<file path="config.mk">
export PLATFORM = sky130hd
export DESIGN_NAME = div_stage_flat
export DESIGN_NICKNAME = d
export VERILOG_FILES = /design/src/rtl/div_stage_if.sv /design/src/rtl/div_stage.sv /design/src/flat_wrapper.sv
export SDC_FILE = /design/constraint.sdc
export NUM_CORES = 1
export LEC_CHECK = 0
export ABC_AREA = 1
export BUFFER_PORTS_ARGS = -buffer_cell sky130_fd_sc_hd__buf_2
export CAP_MARGIN = 20
export CORE_MARGIN = 3
export CORE_UTILIZATION = 57
export CTS_CLUSTER_DIAMETER = 80
export DETAILED_ROUTE_END_ITERATION = 8
export PLACE_DENSITY = 0.95
export SETUP_SLACK_MARGIN = 0.2
export SLEW_MARGIN = 20
export SYNTH_ARGS = -nofsm -noshare
export SYNTH_HDL_FRONTEND = slang
export SYNTH_SLANG_ARGS = --single-unit
export TNS_END_PERCENT = 50
</file>
<file path="constraint.sdc">
create_clock -name clock -period 2.3 [get_ports clock]
set_input_delay 0.115 -clock clock [delete_from_list [all_inputs] [get_ports clock]]
set_output_delay 0.115 -clock clock [all_outputs]
set_load 0.03 [all_outputs]
</file>
<file path="src/rtl/div_stage_if.sv">
// div_stage_if: start/busy/done handshake, operand bus and divider connection for div_stage
interface div_stage_if;
    logic        start;
    logic        signed_op;
    logic [31:0] rs_a;
    logic [31:0] rs_b;
    logic [31:0] div_dividend;
    logic [31:0] div_divisor;
    logic [31:0] div_quotient;
    logic        busy;
    logic        done;
    logic [31:0] lo_out;
    logic        dz;
    modport master (
        output start, signed_op, rs_a, rs_b, div_quotient,
        input  div_dividend, div_divisor, busy, done, lo_out, dz
    );
    modport slave (
        input  start, signed_op, rs_a, rs_b, div_quotient,
        output div_dividend, div_divisor, busy, done, lo_out, dz
    );
endinterface

</file>
<file path="src/rtl/div_stage.sv">
// div_stage: multicycle sequencer and sign conditioning around a combinational unsigned divider.
// Optional divide-by-zero trap enabled by defining DIV_ZERO_TRAP_EN.
module div_stage #(
    parameter int unsigned DIV_CYCLES = 4
) (
    input logic         clock,
    input logic         reset,
    div_stage_if.slave  bus
);
    typedef enum logic {IDLE, WAIT} state_t;
    state_t      r_state, w_next;
    logic [3:0]  r_cnt;
    logic [31:0] r_dividend, r_divisor, r_lo;
    logic        r_neg, r_zero, r_done, r_dz;
    logic        w_accept, w_finish, w_trap, w_zero;
    function automatic logic [31:0] mag(input logic [31:0] x, input logic s);
        return (s && x[31]) ? -x : x;
    endfunction
    always_comb begin
        w_accept = (r_state == IDLE) && bus.start;
        w_finish = (r_state == WAIT) && (r_cnt == 4'd1);
        w_zero   = (bus.rs_b == 32'd0);
`ifdef DIV_ZERO_TRAP_EN
        w_trap   = w_accept && w_zero;
`else
        w_trap   = 1'b0;
`endif
        w_next   = w_trap ? IDLE : w_accept ? WAIT : w_finish ? IDLE : r_state;
    end
    always_ff @(posedge clock) begin
        if (reset) begin
            r_state    <= IDLE;
            r_cnt      <= 4'd0;
            r_neg      <= 1'b0;
            r_zero     <= 1'b0;
            r_done     <= 1'b0;
            r_dz       <= 1'b0;
            r_lo       <= 32'd0;
            r_dividend <= 32'd0;
            r_divisor  <= 32'd0;
        end else begin
            r_state <= w_next;
            r_done  <= w_finish || w_trap;
            r_dz    <= w_trap;
            if (w_accept) begin
                r_dividend <= mag(bus.rs_a, bus.signed_op);
                r_divisor  <= mag(bus.rs_b, bus.signed_op);
                r_neg      <= bus.signed_op & (bus.rs_a[31] ^ bus.rs_b[31]);
                r_zero     <= w_zero;
                r_cnt      <= 4'(DIV_CYCLES);
            end else if (r_state == WAIT) begin
                r_cnt <= r_cnt - 4'd1;
            end
            // untrapped divide-by-zero returns all ones regardless of sign
            if (w_finish)
                r_lo <= r_zero ? 32'hFFFF_FFFF : r_neg ? -bus.div_quotient : bus.div_quotient;
        end
    end
    assign bus.div_dividend = r_dividend;
    assign bus.div_divisor  = r_divisor;
    assign bus.busy         = (r_state == WAIT);
    assign bus.done         = r_done;
    assign bus.lo_out       = r_lo;
`ifdef DIV_ZERO_TRAP_EN
    assign bus.dz           = r_dz;
`else
    assign bus.dz           = 1'b0;
    logic w_unused_dz;
    assign w_unused_dz      = r_dz;
`endif
endmodule

</file>
<file path="src/flat_wrapper.sv">
// flat-port wrapper written by rule: the top's interface ports become plain ports
module div_stage_flat 
#(
    parameter int unsigned DIV_CYCLES = 4
)
  (clock, reset, bus_start, bus_signed_op, bus_rs_a, bus_rs_b, bus_div_quotient, bus_div_dividend, bus_div_divisor, bus_busy, bus_done, bus_lo_out, bus_dz);
  div_stage_if bus_i ();
  input logic clock;
  input logic reset;
  input wire logic [$bits(bus_i.start)-1:0] bus_start;
  input wire logic [$bits(bus_i.signed_op)-1:0] bus_signed_op;
  input wire logic [$bits(bus_i.rs_a)-1:0] bus_rs_a;
  input wire logic [$bits(bus_i.rs_b)-1:0] bus_rs_b;
  input wire logic [$bits(bus_i.div_quotient)-1:0] bus_div_quotient;
  output wire logic [$bits(bus_i.div_dividend)-1:0] bus_div_dividend;
  output wire logic [$bits(bus_i.div_divisor)-1:0] bus_div_divisor;
  output wire logic [$bits(bus_i.busy)-1:0] bus_busy;
  output wire logic [$bits(bus_i.done)-1:0] bus_done;
  output wire logic [$bits(bus_i.lo_out)-1:0] bus_lo_out;
  output wire logic [$bits(bus_i.dz)-1:0] bus_dz;
  assign bus_i.start = bus_start;
  assign bus_i.signed_op = bus_signed_op;
  assign bus_i.rs_a = bus_rs_a;
  assign bus_i.rs_b = bus_rs_b;
  assign bus_i.div_quotient = bus_div_quotient;
  assign bus_div_dividend = bus_i.div_dividend;
  assign bus_div_divisor = bus_i.div_divisor;
  assign bus_busy = bus_i.busy;
  assign bus_done = bus_i.done;
  assign bus_lo_out = bus_i.lo_out;
  assign bus_dz = bus_i.dz;
  div_stage #(.DIV_CYCLES(DIV_CYCLES)) u_core (.clock(clock), .reset(reset), .bus(bus_i));
endmodule
</file>
==> results.json <==
{
  "status": "finished, final reports clean",
  "critPathMaxStageDelay_ns": 0.47,
  "dr.pass1.iters": 5,
  "initial_core_util_pct": 59.8,
  "viasPerCell": 5.40,
  "track_usage_pct": 29.5,
  "cts_resized": 0,
  "die_h_um": 114,
  "drt_wl_total_mm": 19.4,
  "clock-sinks": 104,
  "synthXorXnorAreaFrac_pct": 2.11,
  "chipWidth_um": 114,
  "seqCellArea_sq_mm": 0.00208,
  "worstMarginPinSlew_ns": 0.575,
  "io_pins": 199,
  "dp_hpwl_mm": 15.1,
  "hold_buffers": 0,
  "criticalPathCategory": "reg2reg",
  "path_clk_slew_ns": 0.08,
  "clk-insertion-delay-late_ns": 0.35,
  "critPathBufInv": 3,
  "synth_top_area_share_pct": 31.3,
  "cts_max_level": 3,
  "rsz0062_at_grt": "false",
  "synth_seq_area_share_pct": 31.3,
  "crit_slowest_cell": "nor2_4",
  "drc": 0,
  "synth_top_family_by_area": "simple AND/OR/NAND/NOR gates",
  "numPortBuffers": 197,
  "clk_path_buf_depth": 2,
  "cp_cell_sequence": "inv_2, nand2_2, inv_2, nor2_4, buf_12, nand2_1, o21ai_1",
  "hold_violations": 0,
  "final.setup_skew_ns": 0.0121,
  "worst_ir_drop_vdd_mv": 0.513,
  "fmax_mhz": 541,
  "avgSynthCellArea_sq_um": 6.17,
  "fin_setup_tns_ns": 0,
  "synth-edff-count": 0,
  "gp_congestion": 0.929,
  "drv_cap": 0,
  "antenna_found_initial": 1,
  "wl_per_cell_um": 13.9,
  "cp-end-kind": "flip-flop",
  "synth_nets": 1182,
  "yosys.area_share.adder_pct": 0.941,
  "cts_root_buffer": "clkbuf_16",
  "core_region_area_sq_mm": 0.0111,
  "overflow": 0,
  "fp.dieArea_sq_mm": 0.0130,
  "post_cts_buffers": 0,
  "rows": 38,
  "ys_ff_latch": 104,
  "cts_buffers": 9,
  "post-place-cells": 1386,
  "hold_path_class": "in2reg",
  "cp.arrival_ns": 2.12,
  "vias": 7578,
  "startpoint": "u_core.bus.busy$_SDFFE_PP0P_",
  "cts_tree": "done",
  "muxShareOfSynthArea_pct": 0,
  "final_cells": 1403,
  "synth_area_leaders": "dfxtp_1 (31%), nand2_1 (16%), nor2_1 (9.5%), nand3_1 (7.5%), inv_1 (7.1%)",
  "synth-simple-area-share_pct": 42.3,
  "multi_input_area_sq_mm": 0.00384,
  "p_leak_nw": 4.19,
  "first_global_vias": 6959,
  "netlist_instances": 1077,
  "grt_max_degree": 36,
  "synth_area_leader_cell": "dfxtp_1",
  "finalSetupViolCount": 0,
  "async_flop_share_pct": 0,
  "slew_headroom_pct": 61.4,
  "r2r_start": "u_core.bus.busy$_SDFFE_PP0P_",
  "final_nets": 1362,
  "start_kind": "flip-flop",
  "drv_slew": 0,
  "syn_to_final_growth_pct": 19.8,
  "cp_data_required_time_ns": 2.57,
  "period_needed_ns": 1.85,
  "n_fill_cell": 964,
  "hp-start": "bus_rs_a[30]",
  "synth_area_sq_mm": 0.00665,
  "worst_path_most_repeated_cell": "inv_2",
  "yosys_most_used_dff": "dfxtp_1",
  "critical_path_peak_fanout": 35,
  "synth_cell_types": 42,
  "drtIter0Drc": 659,
  "synth_warnings": 0,
  "layout-drive-gt1-share_pct": 21.4,
  "finalCritPeriodShare_pct": 80.3,
  "p_per_area_mw_per_mm2": 583,
  "cp_top_family": "simple AND/OR/NAND/NOR gates",
  "drtAntennaViolNets": 0,
  "synth-compound-area-share_pct": 12.3,
  "grt_pass1_wl_mm": 31.7
}
## per-layer routing
layer	GRT usage [%]	routed length, um	vias to the layer above
met5	0	0	-
met4	10.1	414	0
met3	5.46	1680	34
met2	51.3	9280	339
met1	36.5	8050	3403
li1	-	-	3802
## layout make-up
type	instances	area share, %
multi-input cells	802	48.2
flip-flops and latches	104	26.1
repair buffers	203	13.1
inverters	137	6.50
clock buffers	11	3.05
well taps	140	2.20
clock inverters	5	0.785
diodes	1	0.0314
## synth_stat cells (all sizes together), types with 6 or more instances
| master | count |
|---|---|
| nor3 | 13 |
| nand3b | 6 |
| dfxtp | 104 |
| xor2 | 12 |
| inv | 136 |
| nand3 | 104 |
| o21ai | 88 |
| buf | 26 |
| a21oi | 33 |
| nand4 | 25 |
| nand2 | 303 |
| nor2 | 182 |
| clkbuf | 8 |
## tightest hold or removal path, stage by stage
cell and delay [ns]:
buf_2 0.09, nand2_1 0.04, nand3_1 0.06, nand2_1 0.04
## state kept, by name, indices dropped and copies added (netlist names)
signal and cells:
u_core.bus.div_dividend 32, u_core.r_zero 1, u_core.bus.div_divisor 32, u_core.r_neg 1
u_core.bus.lo_out 32, u_core.r_cnt 4, u_core.bus.done 1, u_core.bus.busy 1
## path summary, 6_finish.rpt
check,end,slack (ns),cells past startpoint
min,u_core.bus.div_dividend[30]$_SDFFE_PP0P_,0.04,4
min reg2reg,u_core.bus.div_dividend[20]$_SDFFE_PP0P_,0.46,2
max reg2reg,u_core.bus.div_dividend[21]$_SDFFE_PP0P_,0.45,7
max,u_core.bus.div_dividend[21]$_SDFFE_PP0P_,0.45,7
## through the flow
step                      hold slack (ns)  power (mW)  area [sq um]  setup slack [ns]  util [%]
after CTS                          0.0405        4.63          7960             0.461      71.6
final                              0.0356        4.64          7970             0.453      71.6
after global routing               0.0627        4.84          7970             0.286      71.6
after floorplan                     0.251        2.71          6650             0.850         -
after detailed placement            0.399        3.07          7660             0.480      68.8
after global placement              0.381        3.04          7660             0.557      68.8
## where the power goes
group / internal (mW) / switching [mW]
clock network: 0.884 / 0.718
logic: 0.330 / 0.739
registers: 1.91 / 0.0609
## logic make-up after synthesis
group           count (synthesis)
other cells                     1
buf+inv                       171
compound gates                142
simple gates                  638
xor+xnor                       16
flops                         104
fa+ha+maj                       5
## placed cells by master, fill, tap and decap left out, types with 2 or more instances in the layout
master,netlist,final
a21oi_1,33,33
a31oi_1,3,3
a32o_1,4,4
buf_2,14,197
buf_4,6,5
clkbuf_16,0,9
clkinvlp_4,0,2
dfxtp_1,104,104
ha_1,5,5
inv_1,126,126
inv_2,9,9
inv_6,0,2
nand2_1,287,287
nand2_2,11,11
nand2_4,5,5
nand3_1,100,100
nand3_2,4,4
nand3b_1,6,6
nand4_1,24,24
nor2_1,168,168
nor2_2,5,4
nor2_4,9,10
nor3_1,13,13
o211ai_1,2,2
o21ai_0,61,61
o21ai_1,24,24
o21ai_4,3,3
o21bai_1,3,3
o221ai_1,3,3
o31ai_1,3,3
or2_2,2,2
xnor2_1,4,4
xor2_1,12,12
No activity file was read; power rests on OpenSTA's default activity.
